==> config.mk <==
export PLATFORM = sky130hd
export DESIGN_NAME = pipelined_dr_alm
export DESIGN_NICKNAME = d
export VERILOG_FILES = /design/src/rtl/pipelined_dr_alm.sv
export SDC_FILE = /design/constraint.sdc
export NUM_CORES = 1
export LEC_CHECK = 0
export CAP_MARGIN = 5
export CORE_ASPECT_RATIO = 0.9
export CORE_UTILIZATION = 40
export DETAILED_ROUTE_END_ITERATION = 8
export DONT_BUFFER_PORTS = 1
export GPL_TIMING_DRIVEN = 1
export PLACE_DENSITY = 0.61
export SYNTH_ARGS = -nofsm -noshare
export SYNTH_HDL_FRONTEND = slang
export SYNTH_SLANG_ARGS = --single-unit
==> constraint.sdc <==
create_clock -name i_clk -period 5.1 [get_ports i_clk]
set_input_delay 1.02 -clock i_clk [delete_from_list [all_inputs] [get_ports i_clk]]
set_output_delay 1.02 -clock i_clk [all_outputs]
set_load 0.02 [all_outputs]
==> src/rtl/pipelined_dr_alm.sv <==
// rtl/pipelined_dr_alm.sv - three-stage streaming signed DR-ALM multiplier with per-transaction LSB policy
// Optional result counters are built when DR_ALM_PERF_CNT_EN is defined.
module pipelined_dr_alm #(
  parameter int WIDTH      = 16,
  parameter int KEEP_WIDTH = 5
) (
  input  logic                 i_clk,
  input  logic                 i_rst_n,
  input  logic                 i_valid,
  output logic                 o_ready,
  input  logic [WIDTH-1:0]     i_a,
  input  logic [WIDTH-1:0]     i_b,
  input  logic [1:0]           i_mode,
  output logic                 o_valid,
  input  logic                 i_ready,
  output logic [2*WIDTH-1:0]   o_z,
  output logic [31:0]          o_txn_cnt,
  output logic [31:0]          o_zero_cnt
);

  localparam int W  = WIDTH;
  localparam int T  = KEEP_WIDTH;
  localparam int LW = $clog2(W);
  localparam int KW = $clog2(W) + 1;
  localparam int ZW = 2 * W;

  localparam logic [W-1:0]  REM_MASK = W'((64'd1 << (W - T)) - 64'd1);
  localparam logic [W-1:0]  REM_HALF = W'(64'd1 << (W - T - 1));
  localparam logic [KW-1:0] T_K      = KW'(T);
  localparam logic [LW-1:0] TOP_IDX  = LW'(W - 1);

  function automatic logic [LW-1:0] lead_one(input logic [W-1:0] v);
    lead_one = '0;
    for (int i = 0; i < W; i++) begin
      if (v[i]) lead_one = LW'(i);
    end
  endfunction

  // Kept significand: t-1 fraction bits below the leading one, plus the policy LSB.
  function automatic logic [T-1:0] sig_x(input logic [W-1:0] mag, input logic [LW-1:0] k,
                                         input logic [1:0] mode);
    logic [W-1:0] norm;
    logic         lsb;
    norm = mag << (TOP_IDX - k);
    case (mode)
      2'b01:   lsb = (norm & REM_MASK) > REM_HALF;
      2'b10:   lsb = 1'b0;
      default: lsb = 1'b1;
    endcase
    return {norm[W-2 -: T-1], lsb};
  endfunction

  logic          v1_q, v1_d, v2_q, v2_d, v3_q, v3_d;
  logic          sign1_q, sign1_d, zero1_q, zero1_d;
  logic [W-1:0]  abs_a1_q, abs_a1_d, abs_b1_q, abs_b1_d;
  logic [LW-1:0] ka1_q, ka1_d, kb1_q, kb1_d;
  logic [1:0]    mode1_q, mode1_d;
  logic          sign2_q, sign2_d, zero2_q, zero2_d;
  logic [T-1:0]  sum2_q, sum2_d;
  logic [KW-1:0] k2_q, k2_d;
  logic [ZW-1:0] z3_q, z3_d;

  logic          ld1, ld2, ld3, en1, en2, en3;
  logic [W-1:0]  abs_a, abs_b;
  logic [T:0]    sum_x;
  logic [ZW-1:0] mant, mag;

  // A slot accepts when it is empty or its occupant moves on this cycle.
  assign ld3     = !v3_q | i_ready;
  assign ld2     = !v2_q | ld3;
  assign ld1     = !v1_q | ld2;
  assign en1     = i_valid & ld1;
  assign en2     = v1_q & ld2;
  assign en3     = v2_q & ld3;
  assign o_ready = ld1;
  assign o_valid = v3_q;
  assign o_z     = z3_q;

  assign abs_a = i_a[W-1] ? (~i_a + 1'b1) : i_a;
  assign abs_b = i_b[W-1] ? (~i_b + 1'b1) : i_b;
  assign sum_x = {1'b0, sig_x(abs_a1_q, ka1_q, mode1_q)} +
                 {1'b0, sig_x(abs_b1_q, kb1_q, mode1_q)} + (T+1)'(1);
  assign mant  = ZW'({1'b1, sum2_q});
  assign mag   = (k2_q >= T_K) ? (mant << (k2_q - T_K)) : (mant >> (T_K - k2_q));

  always_comb begin
    v1_d     = ld1 ? i_valid : v1_q;
    v2_d     = ld2 ? v1_q : v2_q;
    v3_d     = ld3 ? v2_q : v3_q;
    sign1_d  = sign1_q;
    zero1_d  = zero1_q;
    abs_a1_d = abs_a1_q;
    abs_b1_d = abs_b1_q;
    ka1_d    = ka1_q;
    kb1_d    = kb1_q;
    mode1_d  = mode1_q;
    sign2_d  = sign2_q;
    zero2_d  = zero2_q;
    sum2_d   = sum2_q;
    k2_d     = k2_q;
    z3_d     = z3_q;
    if (en1) begin
      sign1_d  = i_a[W-1] ^ i_b[W-1];
      zero1_d  = (i_a == '0) | (i_b == '0);
      abs_a1_d = abs_a;
      abs_b1_d = abs_b;
      ka1_d    = lead_one(abs_a);
      kb1_d    = lead_one(abs_b);
      mode1_d  = i_mode;
    end
    if (en2) begin
      sign2_d = sign1_q;
      zero2_d = zero1_q;
      sum2_d  = sum_x[T-1:0];
      k2_d    = KW'(ka1_q) + KW'(kb1_q) + KW'(sum_x[T]);
    end
    if (en3) begin
      z3_d = zero2_q ? '0 : (sign2_q ? -mag : mag);
    end
  end

  always_ff @(posedge i_clk or negedge i_rst_n) begin
    if (!i_rst_n) begin
      v1_q     <= 1'b0;
      v2_q     <= 1'b0;
      v3_q     <= 1'b0;
      sign1_q  <= 1'b0;
      zero1_q  <= 1'b0;
      abs_a1_q <= '0;
      abs_b1_q <= '0;
      ka1_q    <= '0;
      kb1_q    <= '0;
      mode1_q  <= '0;
      sign2_q  <= 1'b0;
      zero2_q  <= 1'b0;
      sum2_q   <= '0;
      k2_q     <= '0;
      z3_q     <= '0;
    end else begin
      v1_q     <= v1_d;
      v2_q     <= v2_d;
      v3_q     <= v3_d;
      sign1_q  <= sign1_d;
      zero1_q  <= zero1_d;
      abs_a1_q <= abs_a1_d;
      abs_b1_q <= abs_b1_d;
      ka1_q    <= ka1_d;
      kb1_q    <= kb1_d;
      mode1_q  <= mode1_d;
      sign2_q  <= sign2_d;
      zero2_q  <= zero2_d;
      sum2_q   <= sum2_d;
      k2_q     <= k2_d;
      z3_q     <= z3_d;
    end
  end

`ifdef DR_ALM_PERF_CNT_EN
  logic        zero3_q, zero3_d;
  logic [31:0] txn_q, txn_d, zc_q, zc_d;

  always_comb begin
    zero3_d = en3 ? zero2_q : zero3_q;
    txn_d   = txn_q;
    zc_d    = zc_q;
    if (v3_q & i_ready) begin
      txn_d = txn_q + 32'd1;
      if (zero3_q) zc_d = zc_q + 32'd1;
    end
  end

  always_ff @(posedge i_clk or negedge i_rst_n) begin
    if (!i_rst_n) begin
      zero3_q <= 1'b0;
      txn_q   <= '0;
      zc_q    <= '0;
    end else begin
      zero3_q <= zero3_d;
      txn_q   <= txn_d;
      zc_q    <= zc_d;
    end
  end

  assign o_txn_cnt  = txn_q;
  assign o_zero_cnt = zc_q;
`else
  assign o_txn_cnt  = '0;
  assign o_zero_cnt = '0;
`endif

endmodule

==> results of run 1 <==
## metrics by stage
step	instance area [um2]	cells
2_1_floorplan	8130	1047
3_3_place_gp	7840	1191
3_5_place_dp	7840	1191
4_1_cts	8170	1206
5_1_grt	8170	1206
6_report	8170	1206
## final cells by class
type                            instances  share of cell area (%)
Clock inverter                          4                   0.934
Timing Repair Buffer                   14                    1.29
Tap cell                              250                    3.83
Multi-Input combinational cell        813                    62.5
Sequential cell                        89                    27.3
Clock buffer                           11                    3.09
Inverter                               25                    1.15
## worst register-to-register path, stage by stage, from the launching register on
cell and delay (ns):
dfrtp_1 0.88, mux2_2 0.43, nor2_1 0.09, a21oi_1 0.07, a211oi_1 0.22, a31oi_1 0.11
nor3_1 0.20, nor2_1 0.08, o21ai_0 0.17, ha_1 0.21, nor2b_1 0.05, o21ai_0 0.13
nand2b_1 0.10, a21o_1 0.19, a21o_1 0.18, fa_1 0.38, inv_1 0.09, fa_1 0.22
inv_1 0.06, a21o_1 0.16, a21oi_1 0.16, o21ai_0 0.09
## logic make-up (layout without fill, tap and decap cells)
logic type | after synthesis | in the layout | share of synthesized area (%)
fa+ha+maj | 19 | 19 | 3.30
simple gates | 345 | 345 | 20.3
buf+inv | 145 | 54 | 10.1
other cells | 1 | 64 | 0.0475
mux | 52 | 52 | 9.10
xor+xnor | 57 | 57 | 6.52
compound gates | 276 | 276 | 22.3
flops | 89 | 89 | 28.2
## cells in the final DEF (no fill, tap or decap), types with 6 or more instances in the layout
master / count
o41ai_1: 8
o21a_1: 8
nor3_1: 15
dfrtp_1: 89
mux4_2: 14
o211ai_1: 8
a32oi_1: 7
nand2b_1: 14
nor2_1: 65
nor2b_1: 11
buf_4: 14
a21o_1: 6
clkbuf_16: 9
a211oi_1: 11
o21ai_0: 95
inv_1: 23
a21boi_0: 7
mux2i_1: 23
a31oi_1: 10
xnor2_1: 22
and2_1: 9
nand2_1: 158
ha_1: 16
xor2_1: 33
o31ai_1: 14
conb_1: 64
nand3_1: 25
nor4_1: 6
mux2_2: 14
a21oi_1: 51
## synth_stat cells (11+ instances only)
| master | count | area [um2] |
|---|---|---|
| nor2b_1 | 11 | 68.8 |
| nand3_1 | 25 | 125 |
| o31ai_1 | 14 | 105 |
| mux2_2 | 14 | 158 |
| mux2i_1 | 23 | 230 |
| a21oi_1 | 51 | 255 |
| xor2_1 | 33 | 289 |
| nor3_1 | 15 | 75.1 |
| ha_1 | 16 | 200 |
| inv_1 | 23 | 86.3 |
| dfrtp_1 | 89 | 2230 |
| o21ai_0 | 95 | 475 |
| mux4_2 | 14 | 315 |
| xnor2_1 | 22 | 193 |
| buf_4 | 64 | 480 |
| nor2_1 | 65 | 244 |
| nand2b_1 | 14 | 87.6 |
| a211oi_1 | 11 | 82.6 |
| nand2_1 | 159 | 597 |
| clkbuf_1 | 47 | 176 |
## power breakdown
part           leakage, nW  switching (W)  total, W  internal [W]
clock network        0.158       0.000295  0.000750      0.000455
logic                 2.20        0.00219   0.00356       0.00136
registers             1.09       0.000376   0.00128      0.000899
total                 3.45        0.00287   0.00558       0.00271
## layer usage
metal,GRT usage (%),part of all wire [%],wire length [um]
met5,0,0,0
met4,7.80,2.4,465
met3,3.40,5.6,1110
met2,30.3,45,8780
met1,27.7,47,9360
## flip-flops by register name, summed over array words and instances, names as in the netlist
name / flops
abs_a1_q: 15
abs_b1_q: 15
k2_q: 5
ka1_q: 4
kb1_q: 4
mode1_q: 2
o_valid: 1
o_z: 32
sign1_q: 1
sign2_q: 1
sum2_q: 5
v1_q: 1
v2_q: 1
zero1_q: 1
zero2_q: 1
## path summary, 6_finish.rpt
check	end	startpoint	cells past startpoint	slack, ns
worst max-delay path	k2_q[4]$_DFFE_PN0P_	kb1_q[0]$_DFFE_PN0P_	21	0.72
worst min-delay path	o_z[2]$_DFFE_PN0P_	i_rst_n	0	0.36
worst max register to register	k2_q[4]$_DFFE_PN0P_	kb1_q[0]$_DFFE_PN0P_	21	0.72
worst min register to register	zero1_q$_DFFE_PN0P_	zero1_q$_DFFE_PN0P_	2	0.49
max in group asynchronous	ka1_q[2]$_DFFE_PN0P_	i_rst_n	0	4.50
min in group i_clk	zero1_q$_DFFE_PN0P_	zero1_q$_DFFE_PN0P_	2	0.49
==> summary.md, run 1 <==
| Metric | Value |
|---|---|
| Core Util, Final | ~42% |
| Number of synthesized flops with an enable pin | 0 |
| Buffers & Inverters on Critical Path | 2 |
| Post-route DRC | 0 |
| Area occupied by multi-input gates | 5100 um2 |
| Status | finished clean |
| Post-route ant nets | 0 |
| Ports | between 100 and 150 |
| Placer congestion estimate | 0.934 |
| Fill count | between 1500 and 2000 |
| Initial antenna violation count | 0 |
| Max Slew Vio Count | 0 |
| Initial DRC count | 487 |
| Total wire length | 19.7 mm |
| Initial core utilization | 40.9% |
| Synth Cell Area | 7890 um2 |
| Largest net degree at the start of global routing | 90 |
| Peak supply drop | 0.262 mV |
| Nets@finish | 1009 |
| Vias in the first global route | 6310 |
| Cts hold-fix bufs | 0 |
| Cell family with most CP delay | compound AO/OA/AOI/OAI gates |
| Via count | 6763 |
| Slowest stage cell, crit path | dfrtp_1 |
| Worst path cell trace | mux2_2 -> nor2_1 -> a21oi_1 -> a211oi_1 -> a31oi_1 -> nor3_1 -> nor2_1 -> o21ai_0 -> ha_1 -> nor2b_1 -> o21ai_0 -> nand2b_1 -> a21o_1 -> a21o_1 -> fa_1 -> inv_1 -> fa_1 -> inv_1 -> a21o_1 -> a21oi_1 -> o21ai_0 |
| Row Count | 48 |
| P_leak | roughly 3.4 nW |
| Routed WL per cell | 16.3 um |
| Skew final | 0.0184 ns |
| Dpl ws | 0.685 ns |
| Rel. slew slack | 33.6% |
| PortBufs | 0 |
| Pwr Density | 683 nW/um2 |
| Clock tree buffer depth | 2 |
| CP Launch Type | register |
| Ratio of cells with drive above 1 in the final layout | under 10% |
| Post-Syn Area per Cell | between 8 and 9 um2 |
| Ys Warns | 0 |
| WP data arrival | 4.59 ns |
| Clock root cell | clkbuf_16 |
| Layout area overhead | 3.54% |
| Worst slew pin tran | 0.997 ns |
| Critical path type | register to register |
| Async set-reset flop share out of synthesis | 100% |
| DIE WIDTH | 150 um |
| First-pass GRT wire length | ~32 mm |
| Pre-antenna DRT Iters | 6 |
| Flops & latches, synth | 89 |
| Post-synthesis sequential area ratio | 28.2% |
| Max Cap Viol | 0 |
| CTS Sinks | 89 |
| Synth cell types | 78 |
| CP Max Fanout | 20 |
| Overall Power | 0.00558 W |
| CP endpoint kind | register |
| N_diodes | 0 |
| CORE AREA | 19300 um2 |
| CTS tree | yes |
| Postcts setup bufs | 0 |
| Die Ht | about 140 um |
| GRT Resource Usage Total | 19.8% |
| Global route overflow | 0 |
| Sequential cell area | between 2000 and 2500 um2 |
| Primary FF master, synth | dfrtp_1 |
| Worst Hold Class | primary input to async pin |
| DIE AREA | 20300 um2 |
| Mapped Cells | 984 |
| RSZ-0062 raised after global routing | false |
| Final setup violation count | 0 |
| Clock transition at path regs | 0.07 ns |
| Final worst slack | 0.723 ns |
| Crit share post-route | a little under nine tenths |
| Post_cts resized | 0 |
| Crit path required time | ~5.3 ns |
| Setup total negative slack | 0 ns |
| Crit-path max cell delay | slightly below 0.9 ns |
| CTS Buf Count | 9 |
| HPWL after DPL | 14.8 mm |
| Vias per cell | 5.61 |
| Clk Latency, worst-skew pair | roughly 0.36 ns |
| H-tree lvl count | 3 |
| Final hold violations | 0 |
| Max Clk Rate | 0.228 GHz |
| Final worst path period need | 4.38 ns |
| Worst hold margin | 0.362 ns |
No activity file was read; power rests on OpenSTA's default activity.
==> run 2, diff against run 1 <==
--- a/config.mk
+++ b/config.mk
@@ -5,6 +5,7 @@
 export SDC_FILE = /design/constraint.sdc
 export NUM_CORES = 1
 export LEC_CHECK = 0
+export ABC_CLOCK_PERIOD_IN_PS = 5100
 export CAP_MARGIN = 5
 export CORE_ASPECT_RATIO = 0.9
 export CORE_UTILIZATION = 40
==> results of run 2 <==
Same layout as run 1: the final DEF is identical, and so are final timing and power.
==> run 3, diff against run 2 <==
--- a/config.mk
+++ b/config.mk
@@ -11,7 +11,7 @@
 export CORE_UTILIZATION = 40
 export DETAILED_ROUTE_END_ITERATION = 8
 export DONT_BUFFER_PORTS = 1
-export GPL_TIMING_DRIVEN = 1
+export GPL_TIMING_DRIVEN = 0
 export PLACE_DENSITY = 0.61
 export SYNTH_ARGS = -nofsm -noshare
 export SYNTH_HDL_FRONTEND = slang
==> run 3 against run 2 <==
  * Utilization rose by 3.1 points
  * Wire length rose by 4.9%
  * Register-to-register slack got worse by 0.24 ns
  * Die area did not move
  * Clock power rose by 0.5%
  * Global-route usage rose by 0.76 points
  * Sequential cell count did not move
  * Sequential power fell by 7%
  * Fmax fell by 5.2%
  * Critical path type unchanged
  * Critical endpoint unchanged
==> summary.md, run 3 (synthesis results as in run 1) <==
| Metric | Value |
|---|---|
| Status | finished clean |
| Worst hold margin | 0.361 ns (-0.00118 ns) |
| Worst Hold Class | primary input to async pin |
| Peak supply drop | 0.246 mV (-6.3%) |
| Rel. slew slack | 32.3% (-1.2 points) |
| Ratio of cells with drive above 1 in the final layout | 12.2% (+4.9 points) |
| WP data arrival | 4.84 ns (+0.25 ns) |
| Critical path type | register to register |
| Commonest non-fill, non-tap cells in the layout | nand2_1 (159), o21ai_0 (95), dfrtp_1 (89), nor2_1 (65) |
| P_leak | 3.83 nW (+11%) |
| Area occupied by multi-input gates | 5100 um2 (about the same) |
| Total wire length | 20.7 mm (+4.9%) |
| Clk Latency, worst-skew pair | 0.35 ns (about the same) |
| Die Ht | 135 um (unchanged) |
| Placer congestion estimate | 0.942 (+0.81%) |
| Sw Share | 51.5% (+0.17 points) |
| CORE AREA | 19300 um2 (unchanged) |
| CTS Sinks | 89 (unchanged) |
| Final setup violation count | 0 (unchanged) |
| Clock transition at path regs | 0.07 ns (about the same) |
| Setup total negative slack | 0 ns (unchanged) |
| Layout area overhead | 11.2% |
| Sequential cell area | 2230 um2 (unchanged) |
| Clock power share | 13.4% (about the same) |
| Routed WL per cell | 15.8 um (-3.6%) |
| First-pass GRT wire length | 33.2 mm (+3.9%) |
| Max FFs per register | 32 (unchanged) |
| Skew final | 0.0118 ns (-0.00657 ns) |
| Cts hold-fix bufs | 0 (unchanged) |
| Gate power share | 65.4% (+1.7 points) |
| Pwr Density | 639 nW/um2 (-6.5%) |
| CP Launch Type | register |
| Max Slew Vio Count | 0 (unchanged) |
| Worst slew pin tran | 0.987 ns (-0.0100 ns) |
| CTS tree | yes |
| Crit path required time | 5.33 ns (about the same) |
| Max Cap Viol | 0 (unchanged) |
| PortBufs | 0 (unchanged) |
| GRT Resource Usage Total | 20.6% (+0.76 points) |
| DIE WIDTH | 150 um (unchanged) |
| Initial DRC count | 565 (+16%) |
| Psw | 0.00289 W (+0.77%) |
| Global route overflow | 0 (unchanged) |
| Initial core utilization | 40.9% (unchanged) |
| N_diodes | 0 (unchanged) |
| Clock tree buffer depth | 2 (unchanged) |
| Crit share post-route | 90.5% (+4.7 points) |
| CP endpoint kind | register |
| Fill count | 1965 (+0.87%) |
| Vias in the first global route | 6535 (+3.6%) |
| Initial antenna violation count | 0 (unchanged) |
| DIE AREA | 20300 um2 (unchanged) |
| Sequential power share | 21.1% (-1.8 points) |
| Final hold violations | 0 (unchanged) |
| Max Clk Rate | 0.217 GHz (-5.2%) |
| Clock root cell | clkbuf_16 |
| CP Max Fanout | 10 (-50%) |
| Nets@finish | 1115 (+11%) |
| Largest net degree at the start of global routing | 90 (unchanged) |
| RSZ-0062 raised after global routing | false |
| Vias per cell | 5.51 (-1.8%) |
| Post-route DRC | 0 (unchanged) |
| H-tree lvl count | 3 (unchanged) |
| Commonest non-fill, non-tap cell in the layout | nand2_1 |
| Ports | 136 (unchanged) |
| Pint | 0.00272 W (about the same) |
| CTS Buf Count | 9 (unchanged) |
| Post-route ant nets | 0 (unchanged) |
| Final worst path period need | 4.62 ns (+0.239 ns) |
| Pre-antenna DRT Iters | 5 (-1) |
| Postcts setup bufs | 0 (unchanged) |
| HPWL after DPL | 16.1 mm (+9.2%) |
| Via count | 7230 (+6.9%) |
| Row Count | 48 (unchanged) |
-- run 3: power by group through the flow --
stage | clock [W] | combinational (W) | sequential, W
2_1_floorplan | 0 | 0.00278 | 0.00115
3_3_place_gp | 0 | 0.00357 | 0.00120
3_5_place_dp | 0 | 0.00357 | 0.00120
4_1_cts | 0.000765 | 0.00359 | 0.00119
5_1_grt | 0.000798 | 0.00400 | 0.00122
6_report | 0.000754 | 0.00367 | 0.00119
-- run 3: cell type report --
| cell class | instances | share of cell area, % |
|---|---|---|
| Inverter | 25 | 1.07 |
| Tap cell | 250 | 3.57 |
| Multi-Input combinational cell | 813 | 58.1 |
| Buffer | 120 | 8.09 |
| Clock inverter | 6 | 1.03 |
| Sequential cell | 89 | 25.4 |
| Clock buffer | 10 | 2.72 |
-- run 3: routing by layer --
| metal | global-route usage, % | routed length (um) | up-vias |
|---|---|---|---|
| li1 | - | - | 3556 |
| met1 | 27.2 | 9460 | 3401 |
| met2 | 34.8 | 9820 | 246 |
| met3 | 3.33 | 1110 | 27 |
| met4 | 5.33 | 301 | 0 |
| met5 | 0 | 0 | - |
-- run 3: critical path: stages (launching register included) --
cell	delay [ns]
dfrtp_1	0.42
clkbuf_1	0.42
clkbuf_2	0.39
mux2_2	0.39
o21ai_0	0.24
o21ai_0	0.13
a22oi_1	0.32
inv_1	0.08
ha_1	0.29
nor2b_1	0.12
o21ai_0	0.15
nand2b_1	0.11
a21o_1	0.19
a21o_1	0.18
fa_1	0.38
inv_1	0.08
fa_1	0.20
inv_1	0.05
a21o_1	0.15
a21oi_1	0.13
o21ai_0	0.08
-- run 3: path summary, 6_finish.rpt --
check | startpoint | endpoint | slack, ns | cells past startpoint
hold reg to reg | zero1_q$_DFFE_PN0P_ | zero1_q$_DFFE_PN0P_ | 0.48 | 2
setup reg to reg | ka1_q[0]$_DFFE_PN0P_ | k2_q[4]$_DFFE_PN0P_ | 0.48 | 20
setup / recovery | ka1_q[0]$_DFFE_PN0P_ | k2_q[4]$_DFFE_PN0P_ | 0.48 | 20
max in group asynchronous | i_rst_n | abs_b1_q[0]$_DFFE_PN0P_ | 4.50 | 0
min in group i_clk | zero1_q$_DFFE_PN0P_ | zero1_q$_DFFE_PN0P_ | 0.48 | 2
hold / removal | i_rst_n | o_z[2]$_DFFE_PN0P_ | 0.36 | 0
-- run 3: repair_timing --
item,CTS,global route
setup endpoints to repair,0,3
endpoints found under the hold margin,0,0
gates resized for setup,0,4
-- run 3: stage by stage --
stage                     power (W)  cell area [um2]  util (%)  setup WS, ns  cells
after floorplan             0.00393             8130         -         0.825   1047
after CTS                   0.00554             8770      45.5         0.239   1313
after detailed placement    0.00477             8440      43.8         0.255   1297
after global placement      0.00476             8440      43.8         0.313   1297
after global routing        0.00602             8770      45.5        0.0222   1313
final                       0.00561             8770      45.5         0.485   1313
